===== src/rtl/z_run_monitor.sv =====
// Run-length monitor for the x/z detector's z stream: measures each run of
// consecutive z-high samples and queues {saturated, length} for the control side.
module z_run_monitor #(
   parameter int CNT_W = 8,
   parameter int DEPTH = 4
) (
   input  logic             clk,
   input  logic             reset,
   input  logic             z,
   output logic             run_active,
   output logic             out_valid,
   input  logic             out_ready,
   output logic [CNT_W-1:0] out_len,
   output logic             out_sat,
   output logic             overflow
);

   localparam int               PTR_W    = (DEPTH > 1) ? $clog2(DEPTH) : 1;
   localparam logic [PTR_W:0]   FULL_CNT = (PTR_W + 1)'(DEPTH);
   localparam logic [CNT_W-1:0] CNT_MAX  = '1;

   // Entry layout: MSB is the saturation flag, low CNT_W bits the length.
   typedef logic [CNT_W:0] entry_t;

   logic             z_q, z_d;
   logic [CNT_W-1:0] cnt_q, cnt_d;
   logic             sat_q, sat_d;
   entry_t           mem_q [DEPTH];
   entry_t           mem_d [DEPTH];
   logic [PTR_W-1:0] rd_ptr_q, rd_ptr_d;
   logic [PTR_W-1:0] wr_ptr_q, wr_ptr_d;
   logic [PTR_W:0]   count_q, count_d;
   logic             overflow_q, overflow_d;

   logic push, pop, full, wr_en;

   always_comb begin
      z_d   = z;
      cnt_d = cnt_q;
      sat_d = sat_q;
      push  = 1'b0;
      if (z && !z_q) begin
         cnt_d = CNT_W'(1);
         sat_d = 1'b0;
      end else if (z && z_q) begin
         // Length pins at the maximum; the flag records that it was clipped.
         if (cnt_q == CNT_MAX) begin
            sat_d = 1'b1;
         end else begin
            cnt_d = cnt_q + CNT_W'(1);
         end
      end else if (!z && z_q) begin
         push  = 1'b1;
         cnt_d = '0;
         sat_d = 1'b0;
      end
   end

   always_comb begin
      pop   = (count_q != '0) && out_ready;
      full  = (count_q == FULL_CNT);
      // A simultaneous pop frees the slot, so a push into a full FIFO still lands.
      wr_en = push && (!full || pop);

      mem_d = mem_q;
      if (wr_en) begin
         mem_d[wr_ptr_q] = {sat_q, cnt_q};
      end

      wr_ptr_d = wr_en ? wr_ptr_q + PTR_W'(1) : wr_ptr_q;
      rd_ptr_d = pop   ? rd_ptr_q + PTR_W'(1) : rd_ptr_q;

      count_d = count_q;
      case ({wr_en, pop})
         2'b10:   count_d = count_q + (PTR_W + 1)'(1);
         2'b01:   count_d = count_q - (PTR_W + 1)'(1);
         default: count_d = count_q;
      endcase

      overflow_d = overflow_q | (push && !wr_en);
   end

   always_ff @(posedge clk) begin
      if (reset) begin
         z_q        <= 1'b0;
         cnt_q      <= '0;
         sat_q      <= 1'b0;
         mem_q      <= '{default: '0};
         rd_ptr_q   <= '0;
         wr_ptr_q   <= '0;
         count_q    <= '0;
         overflow_q <= 1'b0;
      end else begin
         z_q        <= z_d;
         cnt_q      <= cnt_d;
         sat_q      <= sat_d;
         mem_q      <= mem_d;
         rd_ptr_q   <= rd_ptr_d;
         wr_ptr_q   <= wr_ptr_d;
         count_q    <= count_d;
         overflow_q <= overflow_d;
      end
   end

   assign run_active = z_q;
   assign out_valid  = (count_q != '0);
   assign out_len    = mem_q[rd_ptr_q][CNT_W-1:0];
   assign out_sat    = mem_q[rd_ptr_q][CNT_W];
   assign overflow   = overflow_q;

endmodule

===== config.mk =====
export PLATFORM = sky130hd
export DESIGN_NAME = z_run_monitor
export DESIGN_NICKNAME = d
export VERILOG_FILES = /design/src/rtl/z_run_monitor.sv
export SDC_FILE = /design/constraint.sdc
export NUM_CORES = 1
export LEC_CHECK = 0
export ABC_AREA = 0
export CAP_MARGIN = 10
export CORE_MARGIN = 3
export CORE_UTILIZATION = 30
export CTS_CLUSTER_DIAMETER = 150
export CTS_CLUSTER_SIZE = 8
export DETAILED_ROUTE_END_ITERATION = 10
export GPL_TIMING_DRIVEN = 0
export PLACE_DENSITY_LB_ADDON = 0.15
export SETUP_SLACK_MARGIN = 0.3
export SYNTH_ARGS = -nofsm -noshare
export SYNTH_HDL_FRONTEND = slang
export SYNTH_SLANG_ARGS = --single-unit
export TNS_END_PERCENT = 10

===== constraint.sdc =====
create_clock -name clk -period 3.2 [get_ports clk]
set_input_delay 0.64 -clock clk [delete_from_list [all_inputs] [get_ports clk]]
set_output_delay 0.64 -clock clk [all_outputs]
set_load 0.01 [all_outputs]

* After elaboration in Yosys (flattened, before gate mapping)
Cells that the tools add are included.
Word-level totals: bits in registers 54, bits in latches 0, bits in writable memories 0, ROM bits 0, word-level logic and storage cells 67, memories 0
Operators by class: add/subtract/negate cells 5, multiply operators 0, div/mod/pow operators 0, $lt $le $gt $ge 3, eq/ne operators 7, shift-type cells 0, multiplexer cells 17, bitwise gates (word level) 3, reductions and logical operators 20
Operator list (count):
- $bwmux W36 | 1
- $mux W9 | 3
- $mux W8 | 3
- $bmux W9 S2 | 1
- $demux W9 S2 | 1
- $add A8 B1 Y8 const B | 1
- $eq A8 B8 Y1 const B | 1
- $logic_and A1 B1 Y1 | 7
- $mux W1 | 7
- $ge A3 B3 Y1 const B | 2
- $not A2 Y3 | 2
- $pmux W3 S2 | 1
- $reduce_and A2 Y1 | 3
- $reduce_bool A3 Y1 | 2
- $add A2 B1 Y2 const B | 2
- $logic_not A1 Y1 | 4
- $reduce_bool A2 Y1 | 2
- $add A3 B1 Y3 const B | 1
- $eq A3 B3 Y1 const B | 1
- $lt A3 B1 Y1 const B | 1
- $ne A3 B3 Y1 const B | 1
- $sub A3 B1 Y3 const B | 1
- $eq A2 B1 Y1 const B | 1
- $eq A2 B2 Y1 const B | 1
- other kinds (5) | 5

* Depth between registers and ports, before layout
Gate-level depths: netlist (run 1).
depth in word-level cells 9, mapped depth 10

* Worst setup path after synthesis (run 1)
Ideal clock, no wire load.
path type input to register, start in out_ready, end reg count_q[2], library setup time 71 ps, data arrival time 2458 ps, setup slack 671 ps, stages 9, buffers on the path 1, cell sequence or4b_1 -> buf_6 -> nand2_1 -> ha_1 -> inv_1 -> fa_1 -> xor2_1 -> or3_1 -> a21oi_1
On the way: word-level cells in the longest chain between the ends 5
Ends and longest elaborated chain:
- start, declared | RTL line 12 | input logic out_ready,
- $logic_and A1 B1 Y1 (*) | RTL line 60 | pop = (count_q != '0) && out_ready;
- $logic_or A1 B1 Y1 | RTL line 63 | wr_en = push && (!full || pop);
- $logic_and A1 B1 Y1 | RTL line 63
- $eq A2 B1 Y1 / $eq A2 B2 Y1 (equally long branches) | RTL line 74 | case ({wr_en, pop})
- $pmux W3 S2 / $reduce_bool A2 Y1 (equally long branches)
- end signal, assigned | RTL line 100 | count_q <= count_d;
- end, declared | RTL line 32 | logic [PTR_W:0] count_q, count_d;
Every way passes the cells marked *; elsewhere a longest branch is shown, timed or not. A chain may end at the register's enable or synchronous reset.

* Worst setup path in the final report (run 1)
Same ends and word-level chain as after synthesis.

==> results of run 1 <==
==> state kept, by name (all words and copies together) (netlist names) <==
register	flops
wr_ptr_q	2
overflow	1
rd_ptr_q	2
sat_q	1
mem_q	36
run_active	1
cnt_q	8
count_q	3
==> routing by layer <==
| layer | up-vias | global-route usage (%) | wire [um] |
|---|---|---|---|
| li1 | 973 | - | - |
| met1 | 917 | 19.3 | 3280 |
| met2 | 34 | 19.6 | 2590 |
| met3 | 8 | 2.41 | 209 |
| met4 | 0 | 3.36 | 59 |
| met5 | - | 0 | 0 |
==> cells in the mapped netlist, drive strengths merged (2+ instances only) <==
| cell | number | share of area, % |
|---|---|---|
| dfxtp | 54 | 42 |
| nand2 | 50 | 7.3 |
| mux2i | 36 | 14 |
| nand3 | 11 | 2.3 |
| buf | 9 | 2.9 |
| clkbuf | 9 | 1.3 |
| mux4 | 9 | 7.8 |
| nor2 | 8 | 1.2 |
| inv | 7 | 1.0 |
| a21oi | 6 | 1.2 |
| ha | 6 | 2.9 |
| and3 | 5 | 1.4 |
| o21ai | 5 | 0.97 |
| nand2b | 3 | 0.73 |
| nor3 | 3 | 0.58 |
| o311ai | 3 | 1.0 |
| or3 | 3 | 0.78 |
| xor2 | 3 | 1.0 |
| a211oi | 2 | 0.58 |
| nand4 | 2 | 0.48 |
| nand4b | 2 | 0.68 |
| nor2b | 2 | 0.48 |
| o211ai | 2 | 0.58 |
| o22ai | 2 | 0.48 |
| xnor2 | 2 | 0.68 |
==> kinds of logic after synthesis <==
| family | Yosys count | synth area share (%) |
|---|---|---|
| and+or+nand+nor | 96 | 18.0 |
| adders and majority gates | 7 | 3.68 |
| DFF | 54 | 41.9 |
| xor gates and xnor gates | 5 | 1.70 |
| muxes | 45 | 21.8 |
| AOI/OAI and AO/OA | 29 | 7.80 |
| buffers and inverters | 25 | 5.18 |
==> worst register-to-register path: stages (launching register included) <==
cell and delay [ns]:
dfxtp_1 0.39, or4b_1 0.55, buf_6 0.16, nand2_1 0.06
ha_1 0.17, inv_1 0.06, fa_1 0.37, xor2_1 0.15
or3_1 0.30, a21oi_1 0.13
==> cells in the final DEF (no fill, tap or decap), types with 4 or more instances in the layout <==
cell,n
nor2_1,8
ha_1,6
clkbuf_8,5
mux2i_1,36
clkbuf_1,9
dfxtp_1,54
nand3_1,10
nand2_1,50
a21oi_1,6
o21ai_0,5
clkdlybuf4s50_1,15
and3_1,4
buf_6,4
inv_1,7
mux4_2,9
==> worst min-delay path by stage <==
stage               from         to  slack (ns)
4_1_cts        mem_q[13]  mem_q[13]        0.47
6_report        mem_q[3]   mem_q[3]        0.46
2_1_floorplan   mem_q[5]   mem_q[5]        0.43
3_5_place_dp   mem_q[11]  mem_q[11]        0.45
3_3_place_gp   mem_q[13]  mem_q[13]        0.44
5_1_grt         mem_q[7]   mem_q[7]        0.49
==> power breakdown <==
| group | internal (uW) | total (uW) | switching (uW) |
|---|---|---|---|
| logic | 95.7 | 210 | 114 |
| clock network | 239 | 491 | 252 |
| registers | 691 | 717 | 26.0 |
| total | 1030 | 1420 | 392 |
==> metrics by stage <==
stage | utilization (%) | setup WS [ns] | hold slack, ns | area (um^2) | total power, uW
finish | 35.9 | 0.434 | 0.461 | 2980 | 1420
floorplan | - | 0.671 | 0.432 | 2580 | 875
global placement | 34.5 | 0.112 | 0.440 | 2860 | 945
CTS | 35.9 | 0.433 | 0.466 | 2980 | 1430
detailed placement | 34.5 | 0.105 | 0.446 | 2860 | 944
global route | 35.9 | 0.339 | 0.486 | 2980 | 1480
==> area by class of cell <==
| cell class | instances | area [um^2] |
|---|---|---|
| multi-input combinational | 182 | 1370 |
| inverter | 7 | 26.3 |
| buffer | 18 | 108 |
| clock inverter | 3 | 47.5 |
| fill | 847 | 5320 |
| timing repair buffer | 15 | 150 |
| clock buffer | 5 | 68.8 |
| tap | 105 | 131 |
| sequential | 54 | 1080 |
==> results.sh, run 1 <==
export IMPL_tightest_slew_ns=0.644
export IMPL_cp_slowest_stage_delay_ns=0.50
export IMPL_h_tree_depth=2
export IMPL_r2r_start="count_q[0]"
export IMPL_core_mm2=0.00830
export IMPL_fmax_mhz=361
export IMPL_grt_start_max_net_pins=19
export IMPL_power_leakage_uw=0.00115
export IMPL_port_buffers=15
export IMPL_rrSetupSlack_ns=0.78
export IMPL_cts_tree="yes"
export IMPL_area_growth_pct=15.4
export IMPL_critical_path_top_delay_family="simple AND/OR/NAND/NOR gates"
export IMPL_peakVddDrop_mv=0.177
export IMPL_numCtsBuffers=5
export IMPL_timing_slew_headroom_pct=57.1
export IMPL_cp_num_cells=10
export IMPL_hpwl_um=4160
export IMPL_fin_crit_ns=2.77
export IMPL_crit_end="count_q[2]"
export IMPL_yosysSeqAreaShare_pct=41.9
export IMPL_ys_seq_elements=54
export IMPL_worst_path_max_fanout=9
export IMPL_worstPathCellList="clkdlybuf4s50_1 -> or4b_1 -> buf_6 -> nand2_1 -> ha_1 -> inv_1 -> fa_1 -> xor2_1 -> or3_1 -> a21oi_1"
export IMPL_setup_worst_path_start_class="input port"
export IMPL_finalHoldViolCount=0
export IMPL_crit_path_start="out_ready"
export IMPL_drt_iter0_drc=67
export IMPL_critical_path_class="in -> reg"
export IMPL_antenna_cells=0
export IMPL_required_ns=3.45
export IMPL_die_area_mm2=0.00976
export IMPL_grt_pass1_wl_um=10200
export IMPL_whs_path_depth=2
export IMPL_cts_repair_resized=0
export IMPL_status="complete, no violations"
export IMPL_netlist_instances=261
export IMPL_slowest_stage="or4b_1"
export IMPL_wirelength_um=6140
export IMPL_powerDensity_mw_per_mm2=476
export IMPL_cap_violations=0
export IMPL_grt_usage_pct=13.1
export IMPL_setup_viol=0
export IMPL_slew_violations=0
export IMPL_start_util_pct=31.1
export IMPL_crit_path_end_kind="flop"
export IMPL_timing_final_crit_share_pct=86.4
export IMPL_grt_pass1_vias=2001
export IMPL_reg2regPathDepth=9
export IMPL_post_cts_buffers=0
export IMPL_synth_edf_count=0
export IMPL_std_cell_rows=33
export IMPL_first_pass_iters=4
export IMPL_finClkSkew_ns=0.0103
export IMPL_drc_errors=0
export IMPL_syn_nets=272
export IMPL_drive_gt1_share_pct=10.6
export IMPL_critPathBufInv=3
export IMPL_arrival_ns=3.02
export IMPL_fin_setup_tns_ns=0
export IMPL_final_cell_count_no_fill=389
export IMPL_routedWlPerCell_um=15.8
export IMPL_path_clk_slew_ns=0.10
export IMPL_boundaryPins=16
export IMPL_synth_async_reset_ratio_pct=0
export IMPL_reg2reg_to="count_q[2]"
export IMPL_grt_setup_unrepaired="no"
export IMPL_vias=1932
export IMPL_synthesis_area_mm2=0.00258
export IMPL_die_width_um=98.8
export IMPL_avgViaCountPerCell=4.97
export IMPL_cts_num_sinks=54
export IMPL_antenna_found_initial=0
export IMPL_synth_warning_count=0
export IMPL_hold_buffers=0
export IMPL_grt_overflow_total=0
export IMPL_hp_class="reg -> reg"
export IMPL_syn_avg_cell_area_um2=9.89
export IMPL_clock_path_buffers=2
export IMPL_placedCellCount=381
export IMPL_die_h_um=98.8
export IMPL_ctsRootBufferMaster="clkbuf_8"
export IMPL_ant_nets=0
export IMPL_place_gp_congestion=0.833
export IMPL_clock_latency_ns=0.32
export IMPL_nets=294
export IMPL_synth_cell_types=48
export IMPL_synth_flop_cell="dfxtp_1"
No activity file was read; power rests on OpenSTA's default activity.
==> run 2, diff against run 1 <==
--- a/config.mk
+++ b/config.mk
@@ -5,15 +5,16 @@
 export SDC_FILE = /design/constraint.sdc
 export NUM_CORES = 1
 export LEC_CHECK = 0
-export ABC_AREA = 0
+export ABC_AREA = 1
 export CAP_MARGIN = 10
 export CORE_MARGIN = 3
-export CORE_UTILIZATION = 30
+export CORE_UTILIZATION = 55
 export CTS_CLUSTER_DIAMETER = 150
 export CTS_CLUSTER_SIZE = 8
 export DETAILED_ROUTE_END_ITERATION = 10
 export GPL_TIMING_DRIVEN = 0
 export PLACE_DENSITY_LB_ADDON = 0.15
+export RECOVER_POWER = 50
 export SETUP_SLACK_MARGIN = 0.3
 export SYNTH_ARGS = -nofsm -noshare
 export SYNTH_HDL_FRONTEND = slang
==> results.sh, run 2 <==
export IMPL_status="complete, no violations"
export IMPL_arrival_ns=2.11
export IMPL_yosysSeqAreaShare_pct=40.5
export IMPL_nets=394
export IMPL_grt_pass1_vias=2164
export IMPL_final_common_cell="nand2_1"
export IMPL_synth_async_reset_ratio_pct=0
export IMPL_grt_usage_pct=25.2
export IMPL_h_tree_depth=2
export IMPL_ys_seq_elements=54
export IMPL_area_growth_pct=8.26
export IMPL_finalHoldViolCount=0
export IMPL_hold_ws_ns=0.463
export IMPL_first_pass_iters=4
export IMPL_critical_path_class="reg -> out"
export IMPL_setup_worst_path_start_class="flop"
export IMPL_cap_violations=0
export IMPL_ant_nets=0
export IMPL_syn_avg_cell_area_um2=7.39
export IMPL_synth_flop_cell="dfxtp_1"
export IMPL_grt_overflow_total=0
export IMPL_power_leakage_uw=0.00102
export IMPL_cts_repair_resized=0
export IMPL_reg_largest_list="mem_q (36), cnt_q (8), count_q (3)"
export IMPL_seq_power_share_pct=51.5
export IMPL_antenna_cells=0
export IMPL_crit_path_end_kind="output pin"
export IMPL_yosysMostFrequentCell="nand2_1"
export IMPL_start_util_pct=59.2
export IMPL_combPwrFrac_pct=18.4
export IMPL_routedWlPerCell_um=15.3
export IMPL_die_area_mm2=0.00572
export IMPL_die_h_um=75.6
export IMPL_regMostFlops="mem_q"
export IMPL_netlist_instances=361
export IMPL_slew_violations=0
export IMPL_swShare_pct=29.1
export IMPL_hpwl_um=4620
export IMPL_synth_edf_count=0
export IMPL_setup_viol=0
export IMPL_cts_num_sinks=54
export IMPL_vias=2517
export IMPL_cp_slowest_stage_delay_ns=0.56
export IMPL_grt_setup_unrepaired="no"
export IMPL_fin_setup_tns_ns=0
export IMPL_synthTopCellsByCount="74 x nand2_1, 54 x dfxtp_1, 51 x a21oi_1, 36 x nand4_1, 33 x nor2_1"
export IMPL_drive_gt1_share_pct=6.51
export IMPL_p_clk_share_pct=30.1
export IMPL_clock_path_buffers=2
export IMPL_wirelength_um=6690
export IMPL_peakVddDrop_mv=0.246
export IMPL_die_width_um=75.6
export IMPL_timing_slew_headroom_pct=60.4
export IMPL_required_ns=2.56
export IMPL_synth_warning_count=0
export IMPL_synthesis_area_mm2=0.00267
export IMPL_power_switching_uw=391
export IMPL_std_cell_rows=24
export IMPL_timing_final_crit_share_pct=86.0
export IMPL_place_gp_congestion=0.918
export IMPL_synth_area_leaders="dfxtp_1 41%, nand2_1 10%, a21oi_1 9.6%, nand4_1 8.4%, nor2_1 4.6%"
export IMPL_fmax_mhz=363
export IMPL_reg2regPathDepth=9
export IMPL_grt_pass1_wl_um=10800
export IMPL_hold_buffers=0
export IMPL_fin_crit_ns=2.75
export IMPL_slowest_stage="clkdlybuf4s50_1"
export IMPL_avgViaCountPerCell=5.77
export IMPL_clock_latency_ns=0.32
export IMPL_numCtsBuffers=5
export IMPL_grt_start_max_net_pins=17
export IMPL_tightest_slew_ns=0.595
export IMPL_boundaryPins=16
export IMPL_post_cts_buffers=0
export IMPL_worst_path_max_fanout=10
export IMPL_antenna_found_initial=0
export IMPL_powerDensity_mw_per_mm2=466
export IMPL_drt_iter0_drc=297
export IMPL_worstPathCellList="clkinv_1 -> clkbuf_1 -> nor2_1 -> o22ai_1 -> clkdlybuf4s50_1"
export IMPL_synth_cell_types=27
export IMPL_ctsRootBufferMaster="clkbuf_8"
export IMPL_p_int_uw=954
export IMPL_hp_class="reg -> reg"
export IMPL_port_buffers=15
export IMPL_drc_errors=0
export IMPL_largest_reg_flops=36
export IMPL_syn_nets=372
export IMPL_core_mm2=0.00450
export IMPL_yosysTopAreaCell="dfxtp_1"
export IMPL_cts_tree="yes"
export IMPL_path_clk_slew_ns=0.10
export IMPL_yosys_area_top_type_share_pct=40.5
export IMPL_finClkSkew_ns=0.00842
export IMPL_final_cell_mix="75 x nand2_1, 54 x dfxtp_1, 51 x a21oi_1"
export IMPL_whs_path_depth=2
run 2: changes by cell type after synthesis, sizes merged, moves of 5 or more:
cell / previous run / this run
nand3: 11 / 17
mux4: 9 / 0
and3: 5 / 0
o21ai: 5 / 24
nand4: 2 / 36
o22ai: 2 / 9
buf: 9 / 15
nand2: 50 / 75
inv: 7 / 24
a21oi: 6 / 51
nor2: 8 / 35
mux2i: 36 / 0
run 2: cell type report:
class	instances	area (um^2)
Inverter	25	93.8
Clock inverter	2	12.5
Buffer	26	135
Multi-Input combinational cell	256	1270
Tap cell	52	65.1
Fill cell	410	1620
Timing Repair Buffer	15	150
Clock buffer	6	82.6
Sequential cell	54	1080
run 2: path summary, 6_finish.rpt:
| path | slack [ns] | from | end |
|---|---|---|---|
| worst max-delay path | 0.45 | rd_ptr_q[0] | out_len[3] |
| worst min-delay path | 0.46 | mem_q[12] | mem_q[12] |
| worst max register to register | 1.00 | run_active | count_q[1] |
| worst min register to register | 0.46 | mem_q[12] | mem_q[12] |
run 2: metrics by stage:
step	instances	instance area [um^2]	power [uW]	setup WS [ns]	utilization [%]
global route	436	2890	1400	0.300	64.1
finish	436	2890	1340	0.448	64.1
detailed placement	428	2880	962	0.494	64.0
global placement	428	2880	957	0.515	64.0
floorplan	361	2670	859	1.19	-
CTS	436	2980	1350	0.440	66.1
run 2: cells by family after synthesis:
family          synth area share, %
fa+ha+maj                      3.57
flops                          40.5
simple gates                   30.4
compound gates                 16.5
buf+inv                        9.01
run 2: worst max-delay path: cells and delay by family (launching register included):
| kind | cells | cell delay (ns) |
|---|---|---|
| buf+inv | 3 | 1.14 |
| simple gates | 1 | 0.11 |
| flops | 1 | 0.32 |
| compound gates | 1 | 0.21 |
run 2: power by group through the flow:
stage               Sequential (uW)  Clock (uW)  Combinational (uW)
floorplan                       707           0                 153
global placement                708           0                 249
detailed placement              708           0                 253
CTS                             692         408                 255
global route                    694         434                 272
finish                          692         405                 247
run 2: per-layer routing:
metal,track usage [%],share of wire (%)
met5,0,0
met4,7.38,2.0
met3,5.41,7.2
met2,37.5,45
met1,36.7,46
==> run 3, diff against run 2 <==
--- a/config.mk
+++ b/config.mk
@@ -9,7 +9,7 @@
 export CAP_MARGIN = 10
 export CORE_MARGIN = 3
 export CORE_UTILIZATION = 55
-export CTS_CLUSTER_DIAMETER = 150
+export CTS_CLUSTER_DIAMETER = 60
 export CTS_CLUSTER_SIZE = 8
 export DETAILED_ROUTE_END_ITERATION = 10
 export GPL_TIMING_DRIVEN = 0
==> results of run 3 <==
No change in the layout: final DEF, timing and power equal those of run 2.
